$ cat src/rtl/mmio_uart_port.sv
// Memory-mapped UART transmitter and GPIO block on the MIPS data bus.
// It holds a TX FIFO with a serializer, a status register, a synchronized input port and an output latch.
module mmio_uart_port #(
    parameter logic [31:0] BASE_ADDR    = 32'h1001_0100,
    parameter int          CLKS_PER_BIT = 16,
    parameter int          FIFO_DEPTH   = 4
) (
    input  logic        clk,
    input  logic        reset,
    input  logic [31:0] Address,
    input  logic [31:0] WriteData,
    input  logic        MemWrite,
    input  logic        MemRead,
    input  logic [7:0]  PortIn,
    output logic        Hit,
    output logic [31:0] ReadData,
    output logic [31:0] PortOut,
    output logic        TxSerial
);
    localparam int PTR_W = $clog2(FIFO_DEPTH);
    localparam int CNT_W = PTR_W + 1;
    localparam int BIT_W = $clog2(CLKS_PER_BIT);

    typedef enum logic [1:0] {IDLE, START, DATA, STOP} txState_t;

    txState_t             stateReg, stateNext;
    logic [BIT_W-1:0]     bitCntReg, bitCntNext;
    logic [2:0]           bitIdxReg, bitIdxNext;
    logic [7:0]           shiftReg, shiftNext;
    logic                 txReg, txNext;
    logic                 pop;
    logic                 lastTick;

    logic [7:0]           fifoMem [FIFO_DEPTH];
    logic [PTR_W-1:0]     wrPtrReg, rdPtrReg;
    logic [CNT_W-1:0]     countReg;
    logic                 ovfReg;
    logic                 fifoFull, fifoEmpty;
    logic [7:0]           headByte;

    logic [7:0]           syncAReg, syncBReg;
    logic [31:0]          portOutReg;

    logic [1:0]           regSel;
    logic                 writeEn, pushReq, pushOk;
    logic [31:0]          count32;
    logic [2:0]           countSat;
    logic                 unusedAddrBits;

    assign Hit            = (Address[31:4] == BASE_ADDR[31:4]);
    assign regSel         = Address[3:2];
    assign unusedAddrBits = ^Address[1:0];
    assign writeEn        = MemWrite && Hit;
    assign pushReq        = writeEn && (regSel == 2'd0);
    assign fifoFull       = (countReg == CNT_W'(FIFO_DEPTH));
    assign fifoEmpty      = (countReg == '0);
    // Fullness is judged before any same-cycle pop, so a push into a full FIFO is dropped.
    assign pushOk         = pushReq && !fifoFull;
    assign headByte       = fifoMem[rdPtrReg];
    assign lastTick       = (bitCntReg == BIT_W'(CLKS_PER_BIT - 1));

    assign count32        = 32'(countReg);
    assign countSat       = (count32 > 32'd7) ? 3'd7 : count32[2:0];

    assign TxSerial       = txReg;
    assign PortOut        = portOutReg;

    always_ff @(posedge clk) begin
        if (pushOk) begin
            fifoMem[wrPtrReg] <= WriteData[7:0];
        end
    end

    always_ff @(posedge clk) begin
        if (reset) begin
            wrPtrReg <= '0;
            rdPtrReg <= '0;
            countReg <= '0;
            ovfReg   <= 1'b0;
        end else begin
            if (pushOk) wrPtrReg <= wrPtrReg + 1'b1;
            if (pop)    rdPtrReg <= rdPtrReg + 1'b1;
            case ({pushOk, pop})
                2'b10:   countReg <= countReg + 1'b1;
                2'b01:   countReg <= countReg - 1'b1;
                default: countReg <= countReg;
            endcase
            if (writeEn && (regSel == 2'd1)) begin
                ovfReg <= 1'b0;
            end else if (pushReq && fifoFull) begin
                ovfReg <= 1'b1;
            end
        end
    end

    always_ff @(posedge clk) begin
        if (reset) begin
            syncAReg   <= '0;
            syncBReg   <= '0;
            portOutReg <= '0;
        end else begin
            syncAReg <= PortIn;
            syncBReg <= syncAReg;
            if (writeEn && (regSel == 2'd3)) begin
                portOutReg <= WriteData;
            end
        end
    end

    always_ff @(posedge clk) begin
        if (reset) begin
            stateReg  <= IDLE;
            bitCntReg <= '0;
            bitIdxReg <= '0;
            shiftReg  <= '0;
            txReg     <= 1'b1;
        end else begin
            stateReg  <= stateNext;
            bitCntReg <= bitCntNext;
            bitIdxReg <= bitIdxNext;
            shiftReg  <= shiftNext;
            txReg     <= txNext;
        end
    end

    always_comb begin
        stateNext  = stateReg;
        bitCntNext = bitCntReg;
        bitIdxNext = bitIdxReg;
        shiftNext  = shiftReg;
        txNext     = txReg;
        pop        = 1'b0;
        case (stateReg)
            IDLE: begin
                txNext     = 1'b1;
                bitCntNext = '0;
                if (!fifoEmpty) begin
                    pop       = 1'b1;
                    shiftNext = headByte;
                    txNext    = 1'b0;
                    stateNext = START;
                end
            end
            START: begin
                if (lastTick) begin
                    bitCntNext = '0;
                    bitIdxNext = '0;
                    txNext     = shiftReg[0];
                    stateNext  = DATA;
                end else begin
                    bitCntNext = bitCntReg + 1'b1;
                end
            end
            DATA: begin
                if (lastTick) begin
                    bitCntNext = '0;
                    if (bitIdxReg == 3'd7) begin
                        txNext    = 1'b1;
                        stateNext = STOP;
                    end else begin
                        bitIdxNext = bitIdxReg + 1'b1;
                        shiftNext  = shiftReg >> 1;
                        txNext     = shiftReg[1];
                    end
                end else begin
                    bitCntNext = bitCntReg + 1'b1;
                end
            end
            STOP: begin
                if (lastTick) begin
                    bitCntNext = '0;
                    // Back-to-back frames: go straight to the next start bit with no idle gap.
                    if (!fifoEmpty) begin
                        pop       = 1'b1;
                        shiftNext = headByte;
                        txNext    = 1'b0;
                        stateNext = START;
                    end else begin
                        stateNext = IDLE;
                    end
                end else begin
                    bitCntNext = bitCntReg + 1'b1;
                end
            end
            default: stateNext = IDLE;
        endcase
    end

    always_comb begin
        ReadData = '0;
        if (MemRead && Hit) begin
            case (regSel)
                2'd1:    ReadData = {25'b0, countSat, ovfReg, (stateReg != IDLE), fifoEmpty, fifoFull};
                2'd2:    ReadData = {24'b0, syncBReg};
                2'd3:    ReadData = portOutReg;
                default: ReadData = '0;
            endcase
        end
    end
endmodule
$ cat config.mk
export PLATFORM = sky130hd
export DESIGN_NAME = mmio_uart_port
export DESIGN_NICKNAME = d
export VERILOG_FILES = /design/src/rtl/mmio_uart_port.sv
export SDC_FILE = /design/constraint.sdc
export NUM_CORES = 1
export LEC_CHECK = 0
export BUFFER_PORTS_ARGS = -buffer_cell sky130_fd_sc_hd__buf_2
export CAP_MARGIN = 40
export CORE_MARGIN = 2
export CORE_UTILIZATION = 35
export CTS_CLUSTER_DIAMETER = 120
export CTS_CLUSTER_SIZE = 10
export DETAILED_ROUTE_END_ITERATION = 8
export PLACE_DENSITY_LB_ADDON = 0.25
export SLEW_MARGIN = 15
export SYNTH_ARGS = -nofsm -noshare
export SYNTH_HDL_FRONTEND = slang
export SYNTH_SLANG_ARGS = --single-unit
export TNS_END_PERCENT = 20
$ cat constraint.sdc
create_clock -name clk -period 2.5 [get_ports clk]
set_clock_uncertainty 0.2 [all_clocks]
set_input_delay 0.5 -clock clk [delete_from_list [all_inputs] [get_ports clk]]
set_output_delay 0.5 -clock clk [all_outputs]
set_load 0.02 [all_outputs]
==> results by group, run 1 <==
Final layout
  • Design area: 6798 um2
  • Layout Cells excl Fill: 808
  • P&R area growth vs syn: 41.34%
  • Antenna fix cells: 0
  • Util after Layout: 50.93%
  • Nets@finish: 717
  • Layout cells sized above 1: 41.77%

Worst hold path
  • Worst hold path type: input port to flip-flop
  • HP Start: PortIn[4]

Floorplanning
  • Total core area: 13,350 um2
  • Initial Util: 36.03%
  • Die area: 14,700 um2
  • Rows: 42
  • Die Width: 121.2 um
  • Io pins: 142
  • Die Span Y: 121.2 um

Placed design
  • Hpwl dp: 8928 um
  • RD Place Congestion: approximately 0.81
  • Placement Cell Area: 6008 um2
  • IO Port Bufs: 139
  • DP Cell Count: 784

Run status
  • Status: finished, violations left
  • Failing checks: negative setup slack

CTS
  • CTS tree: yes
  • CTS Sinks: 108
  • Clock Latency Late Sink: 0.35 ns
  • Worst-path clk slew: 0.08 ns
  • CTS buffer count: 9
  • CTS max path bufs: 2
  • H-tree depth: 3
  • Root buffer cell: clkbuf_16

Synthesis
  • Synth top cells by count: dfxtp_1 (76), a21oi_1 (49), o21ai_0 (40), nand3_1 (34), edfxtp_1 (32)
  • Mapped Avg Cell Area: 10.50 um2
  • Post-Syn Nets: around 550
  • Most frequent cell after synthesis: dfxtp_1
  • Async set or reset register ratio after synthesis: 0%
  • Largest area contributor in the netlist: dfxtp_1
  • Ranking of synthesized cells by area: dfxtp_1 (32%), edfxtp_1 (20%), a21oi_1 (5.1%)
  • Post-synthesis register bit count: 108
  • Post-synth EDFFs: 32
  • Top-area cell type share of the netlist area: 31.63%
  • Post-Syn Area: 4810 um2
  • Most used DFF post-synth: dfxtp_1
  • Yosys warns: 0
  • Cells after synthesis: 458
  • Post-synth cell types: 49
  • Sequential share of the synthesized area: 51.61%

Critical path
  • Crit path largest cell delay: ~0.36 ns
  • CP Launch Type: input port
  • Peak fanout along the critical path: 6
  • Worst endpoint data arrival time: roughly 1.9 ns
  • Crit-path cells: buf_6, nor4_4, and4_4, and4_4, and2_4, buf_6
  • Critical path launch point: Address[4]
  • Critical Path Slowest Stage Cell: and4_4
  • Critical Path RT: 1.80 ns
  • Critical path class: input port to output pin
  • Reg2reg start: stateReg[1]
  • CP Capture Type: output pin

Route
  • Avg Vias per Cell: 5.149
  • Vias: 4,160
  • WL/cell: between 15 and 20 um
  • Final WL: around 13,000 um
  • Drt drc: 0
  • First-pass detailed-route iteration total: 4
  • First DRT Iteration DRCs: 252
  • Routed Antenna Nets: 0

Global route
  • Vias in the first global route: 4,147
  • Initial antenna violation count: 0
  • Grt ovf: 0
  • Largest net degree at the start of global routing: 35
  • First-pass GRT wire length: 20,530 um
  • Total GRT Usage: 18.01%

STA
  • Slew HR: 64.27%
  • Final Hold Viols: 0
  • Final Setup Violations: 33
  • Unrepaired setup endpoints after global routing: true
  • Final worst setup slack: -0.08312 ns
  • F_max: 0.3871 GHz
  • Final slew viol count: 0
  • Fin crit share: 103.3%
  • Actual slew at the worst max-slew pin: 0.5353 ns
  • Final min period: 2.583 ns

Pwr
  • Leak: about 2.7 nW
  • PwrDens: 545.1 nW/um2
  • Peak VDD IR: 0.3180 mV

Job
  • Maxcap violations: 0
[what timing repair did]
action / 4_1_cts / 5_1_grt
pin swaps: 18 / 15
gates cloned: 3 / 0
setup buffers: 5 / 0
resized for setup: 82 / 34
endpoints found under the setup margin: 34 / 34
hold buffers: 0 / 0
[state kept, by name, summed over array words and instances (netlist names), named ones only]
signal     flops
fifoMem       32
wrPtrReg       2
syncAReg       8
rdPtrReg       2
syncBReg       8
shiftReg       8
ovfReg         1
TxSerial       1
countReg       3
PortOut       32
stateReg       2
bitCntReg      4
bitIdxReg      3
[critical path: cells and delay by family]
family                 cells  cell delay [ns]
buffers and inverters      2             0.21
and+or+nand+nor            4             1.18
[cells in the final DEF, fill, tap and decap left out, drive strengths merged, types with 3 or more instances in the layout]
cell and instances:
xnor2 3, inv 12, nor2b 20, xor2 3, nand4 8, and4 7, or2 3, o21ai 40
edfxtp 32, mux2i 10, nor2 19, clkbuf 12, and3 5, mux2 3, a21oi 49, nand2 6
nor4 4, a22oi 7, o31ai 9, mux4 8, nor4b 5, nor3 7, nand3 35, and2 30
buf 186, dfxtp 76, ha 13
[per-stage QoR]
| step | hold WS (ns) | worst slack (ns) | TNS [ns] | power [mW] |
|---|---|---|---|---|
| after CTS | 0.1602 | -0.05630 | -0.9813 | 3.723 |
| after global routing | 0.1707 | -0.1316 | -3.792 | 3.852 |
| after global placement | 0.2173 | -0.1720 | -3.171 | 2.193 |
| final | 0.1653 | -0.08312 | -2.009 | 3.706 |
| after detailed placement | 0.2261 | -0.1946 | -5.490 | 2.201 |
| after floorplan | 0.2138 | 0.01411 | 0 | 2.047 |
[report_power, final]
part	internal, mW	switching [mW]
Sequential	1.83	0.0152
Clock	0.866	0.649
Combinational	0.164	0.183
Total	2.86	0.847
[worst paths after layout]
path | end | slack [ns] | depth (start not counted)
hold / removal | syncAReg[4] | 0.17 | 2
hold reg to reg | bitCntReg[0] | 0.23 | 1
setup reg to reg | countReg[2] | 0.01 | 9
setup / recovery | ReadData[31] | -0.08 | 6
[final cells by class]
type,count,area (um2)
Sequential cell,108,2486
Timing Repair Buffer,186,1334
Inverter,10,37.54
Tap cell,176,220.2
Clock inverter,4,31.28
Fill cell,1226,6550
Clock buffer,12,300.3
Multi-Input combinational cell,312,2389
[routing by layer]
layer / routed length (um) / up-vias / global-route usage (%)
li1: - / 2021 / -
met1: 5533 / 1998 / 22.02
met2: 6710 / 123 / 31.21
met3: 674 / 18 / 3.712
met4: 344 / 0 / 6.753
met5: 0 / - / 0
[logic make-up (layout without fill, tap and decap cells)]
kind of cell | Yosys count | in the layout | share of synthesized area (%)
compound gates | 115 | 115 | 13.81
xor+xnor | 6 | 6 | 1.093
fa+ha+maj | 14 | 14 | 3.798
buf+inv | 41 | 212 | 4.396
flops | 108 | 108 | 51.61
mux | 21 | 21 | 6.530
simple gates | 153 | 156 | 18.76
Power figures use the tool's default switching activity.
==> run 2: changes to the inputs <==
- CORE_UTILIZATION: 35 -> 40
==> results by group, run 2 (synthesized netlist as in run 1, its figures left out) <==
Run status
  • Status: finished, violations left
  • Failing checks: negative setup slack

Critical path
  • Peak fanout along the critical path: 6
  • Crit path largest cell delay: between 0.3 and 0.4 ns
  • CP Launch Type: input port
  • CP top delay family: simple AND/OR/NAND/NOR gates
  • Most frequent CP cell: and4_4
  • Reg2reg start: bitCntReg[0]
  • Crit-path cells: buf_2, nor4b_4, and4_4, and4_4, and2_4, buf_6
  • Worst endpoint data arrival time: 1.82 ns
  • Worst R2R End: countReg[2]
  • Critical path class: input port to output pin
  • CP Capture Type: output pin
  • Buf/Inv on CP: 2
  • FF-to-FF path depth: 9
  • Critical Path Slowest Stage Cell: and4_4
  • Flop2flop setup slack: about 0.050 ns
  • Critical Path RT: around 1.8 ns

Final layout
  • Antenna fix cells: 0
  • Nets@finish: 718
  • Design area: ~7000 um2
  • Number of fill cells: between 900 and 1,000
  • Most frequent cells in the layout: buf_2 (97), dfxtp_1 (74), buf_4 (49)
  • Commonest non-fill, non-tap cell in the layout: buf_2
  • Layout cells sized above 1: 42.65%
  • Util after Layout: 57.34%
  • Multi-input logic area: 2450 um2
  • FF+latch area: between 2000 and 2500 um2
  • Layout Cells excl Fill: 780
  • P&R area growth vs syn: 41.42%

Worst hold path
  • Worst Hold Depth: 2
  • Worst hold path type: input port to flip-flop
  • Hold EP: syncAReg[3]
  • HP Start: PortIn[3]

Route
  • Avg Vias per Cell: 5.315
  • Vias: 4,146
  • WL met1: 5156 um
  • DR top layer: met4
  • Drt drc: 0
  • First DRT Iteration DRCs: 187
  • WL/cell: 16.40 um
  • WL met2: 6814 um
  • Met3 Routed Length: 604 um
  • First-pass detailed-route iteration total: 5
  • Final WL: 12,790 um
  • Routed Antenna Nets: 0

Placed design
  • Placement Cell Area: 5952 um2
  • RD Place Congestion: about 0.80
  • DP Cell Count: 754
  • Hpwl dp: ~8500 um
  • Pre-CTS WS: -0.2786 ns
  • IO Port Bufs: roughly 140

Pwr
  • PwrDens: 527.7 nW/um2
  • Tot Pwr: 3.589 mW
  • Leak: 2.666 nW
  • Peak VDD IR: 0.3904 mV

STA
  • Actual slew at the worst max-slew pin: approximately 0.68 ns
  • Unrepaired setup endpoints after global routing: true
  • F_max: 0.3961 GHz
  • Final Hold Viols: 0
  • Fin crit share: 101.0%
  • Final setup TNS: -0.2310 ns
  • Hold slack: around 0.16 ns
  • Final worst setup slack: -0.02438 ns
  • Slew HR: 54.45%
  • Final Setup Violations: 19
  • Final slew viol count: 0
  • Final min period: 2.524 ns

CTS
  • Root buffer cell: clkbuf_16
  • Post-CTS Hold Buffers: 0
  • CTS max path bufs: 2
  • Worst-path clk slew: 0.07 ns
  • H-tree depth: 3
  • CTS tree: yes
  • CTS Sinks: 108
  • Clock Latency Late Sink: 0.34 ns
  • CTS buffer count: 9

Floorplanning
  • Rows: 40
  • Die Span Y: roughly 110 um
  • Initial Util: 40.55%
  • Die area: roughly 13,000 um2
  • Total core area: 11,860 um2
  • Io pins: 142
  • Die Width: 113.7 um

Global route
  • Vias in the first global route: 4,103
  • Largest net degree at the start of global routing: 35
  • Grt ovf: 0
  • Initial antenna violation count: 0
  • First-pass GRT wire length: around 21,000 um
  • Total GRT Usage: between 20% and 30%

Job
  • Maxcap violations: 0
[run 2: cell types whose count changed in the layout (fill, tap and decap cells not counted), moves of 2 or more]
| cell | delta |
|---|---|
| and2_1 | -3 |
| and2_4 | +3 |
| buf_2 | -6 |
| buf_4 | +3 |
| buf_6 | +6 |
| clkbuf_16 | -3 |
| ha_4 | +2 |
| inv_8 | +2 |
[run 2: worst max path at each step]
stage / start / to / slack [ns] / cells after the start
5_1_grt: stateReg[0] / countReg[2] / -0.08 / 9
4_1_cts: Address[22] / ReadData[10] / -0.02 / 6
3_3_place_gp: Address[19] / countReg[2] / -0.18 / 11
6_report: Address[9] / ReadData[17] / -0.02 / 6
3_5_place_dp: Address[19] / countReg[2] / -0.28 / 11
2_1_floorplan: Address[6] / countReg[2] / 0.01 / 10
[run 2: area by class of cell]
type / instances / area share [%]
Multi-Input combinational cell: 312 / 36.02
Clock inverter: 6 / 0.8462
Sequential cell: 108 / 36.53
Tap cell: 147 / 2.704
Timing Repair Buffer: 187 / 19.98
Clock buffer: 10 / 3.366
Inverter: 10 / 0.5519
[run 2: what timing repair did]
item	CTS	global route
setup buffers	4	3
endpoints found under the setup margin	32	35
cloned	3	0
pin swaps	24	19
gates resized for setup	99	31
[run 2: layer usage]
layer | GRT usage, % | vias up
met3 | 3.826 | 20
met4 | 7.073 | 0
li1 | - | 2022
met2 | 36.21 | 113
met5 | 0 | -
met1 | 24.05 | 1991
[run 2: power by group]
group          total, mW  internal, mW  switching [mW]
logic              0.375         0.184           0.191
registers           1.85          1.83          0.0179
clock network       1.37         0.702           0.667
[run 2: worst register-to-register path, stage by stage, from the launching register on]
cell	delay (ns)
dfxtp_1	0.37
ha_2	0.23
a41oi_4	0.12
nor3_4	0.21
ha_2	0.20
inv_1	0.05
fa_1	0.38
xor2_1	0.16
or3_1	0.33
a21oi_2	0.13
==> run 3: changes to the inputs <==
- CORE_ASPECT_RATIO: unset -> 1.4
==> results by group, run 3 (synthesized netlist as in run 1, its figures left out) <==
Route
  • First-pass detailed-route iteration total: 4
  • Routed Antenna Nets: 0
  • First DRT Iteration DRCs: 182
  • Final WL: 13,320 um
  • Vias: 4,183
  • WL/cell: 17.06 um
  • Drt drc: 0
  • Avg Vias per Cell: 5.356

Run status
  • Status: finished, violations left
  • Failing checks: negative setup slack

Global route
  • Grt ovf: 0
  • Total GRT Usage: 20.21%
  • Vias in the first global route: 4,259
  • Initial antenna violation count: 0
  • Largest net degree at the start of global routing: 35
  • First-pass GRT wire length: 21,070 um

STA
  • Final Setup Violations: 27
  • Final worst setup slack: -0.05465 ns
  • Fin crit share: 102.2%
  • F_max: 0.3914 GHz
  • Hold slack: 0.1667 ns
  • Final min period: 2.555 ns
  • Final slew viol count: 0
  • Final Hold Viols: 0
  • Slew HR: 65.38%
  • Unrepaired setup endpoints after global routing: true
  • Actual slew at the worst max-slew pin: 0.5187 ns

CTS
  • CTS Sinks: roughly 110
  • CTS max path bufs: 2
  • Worst-path clk slew: around 0.07 ns
  • Post-CTS Hold Buffers: 0
  • CTS tree: yes
  • Root buffer cell: clkbuf_16
  • CTS buffer count: 9
  • H-tree depth: 3
  • Clock Latency Late Sink: 0.34 ns

Floorplanning
  • Total core area: roughly 12,000 um2
  • Die area: 12,930 um2
  • Die Width: roughly 97 um
  • Rows: 47
  • Die Span Y: 133.7 um
  • Initial Util: 40.89%
  • Io pins: 142

Placed design
  • DP Cell Count: 754
  • RD Place Congestion: 0.8290
  • Hpwl dp: slightly below 9000 um
  • IO Port Bufs: 139

Pwr
  • Peak VDD IR: 0.3620 mV
  • Leak: ~2.7 nW
  • PwrDens: around 530 nW/um2
  • Tot Pwr: 3.604 mW

Critical path
  • Critical Path Slowest Stage Cell: and4_4
  • Crit-path cells: buf_2, nor4b_4, and3_4, and4_4, and2_1, buf_4
  • Critical Path RT: 1.80 ns
  • Worst endpoint data arrival time: 1.85 ns
  • Flop2flop setup slack: ~0.11 ns
  • Peak fanout along the critical path: 6
  • Crit path largest cell delay: roughly 0.32 ns
  • CP Capture Type: output pin
  • CP Launch Type: input port
  • Critical path class: input port to output pin

Final layout
  • Antenna fix cells: 0
  • P&R area growth vs syn: 40.19%
  • Layout cells sized above 1: 42.74%
  • Commonest non-fill, non-tap cell in the layout: buf_2
  • Most frequent cells in the layout: buf_2 (99), dfxtp_1 (74), buf_4 (50)
  • Layout Cells excl Fill: 781
  • Nets@finish: 719

Job
  • Maxcap violations: 0

Worst hold path
  • Worst hold path type: input port to flip-flop
==> run 3: changes by cell type in the layout (fill, tap and decap cells not counted), moves of 2 or more <==
cell        delta
inv_6          -2
buf_12         -4
and2_4         +2
buf_2          +2
and2_1         -2
clkinvlp_4     +3
==> run 3: worst max-delay path, delay by kind of cell <==
family,cells,cell delay (ns)
AND/OR/NAND/NOR,4,1.09
buffers and inverters,2,0.25
==> run 3: metal layers <==
metal  wire [um]  vias up  share of wire (%)  global-route usage, %
met3         511       27                3.8                  3.568
met4         497        0                3.7                  8.059
met5           0        -                  0                      0
met1        4967     2037                 37                  22.05
li1            -     2015                  -                      -
met2        7347      104                 55                  38.35
==> run 3: worst paths after layout <==
path,from,endpoint,depth (start not counted)
max,Address[26],ReadData[9],6
min,PortIn[7],syncAReg[7],2
max reg2reg,stateReg[1],countReg[2],9
min reg2reg,syncAReg[1],syncBReg[1],1
==> run 3: stage by stage <==
| stage | util, % | cell area (um2) | setup slack, ns | setup TNS (ns) |
|---|---|---|---|---|
| 3_5_place_dp | 50.18 | 5902 | -0.2144 | -5.040 |
| 6_report | 57.33 | 6743 | -0.05465 | -0.6040 |
| 5_1_grt | 57.33 | 6743 | -0.08049 | -1.990 |
| 4_1_cts | 55.79 | 6561 | -0.03163 | -0.3592 |
| 2_1_floorplan | - | 4888 | 0.01411 | 0 |
| 3_3_place_gp | 50.18 | 5902 | -0.1558 | -3.857 |
==> run 3: repair_timing <==
| action | in CTS | in global routing |
|---|---|---|
| pin swaps | 19 | 29 |
| buffers inserted | 5 | 3 |
| setup endpoints to repair | 33 | 34 |
| gates cloned | 3 | 0 |
| resized for setup | 84 | 46 |
==> run 3: cell type report <==
cell class              instances  area, um2
clock buffers                  10      250.2
clock inverters                 6      46.29
fillers                      1002       5019
inverters                      10      37.54
multi-input cells             312       2417
flip-flops and latches        108       2485
well taps                     147      183.9
repair buffers                188       1323
==> run 3: power breakdown <==
group          internal, mW  switching [mW]
combinational         0.180           0.193
sequential             1.83          0.0147
clock                 0.742           0.645
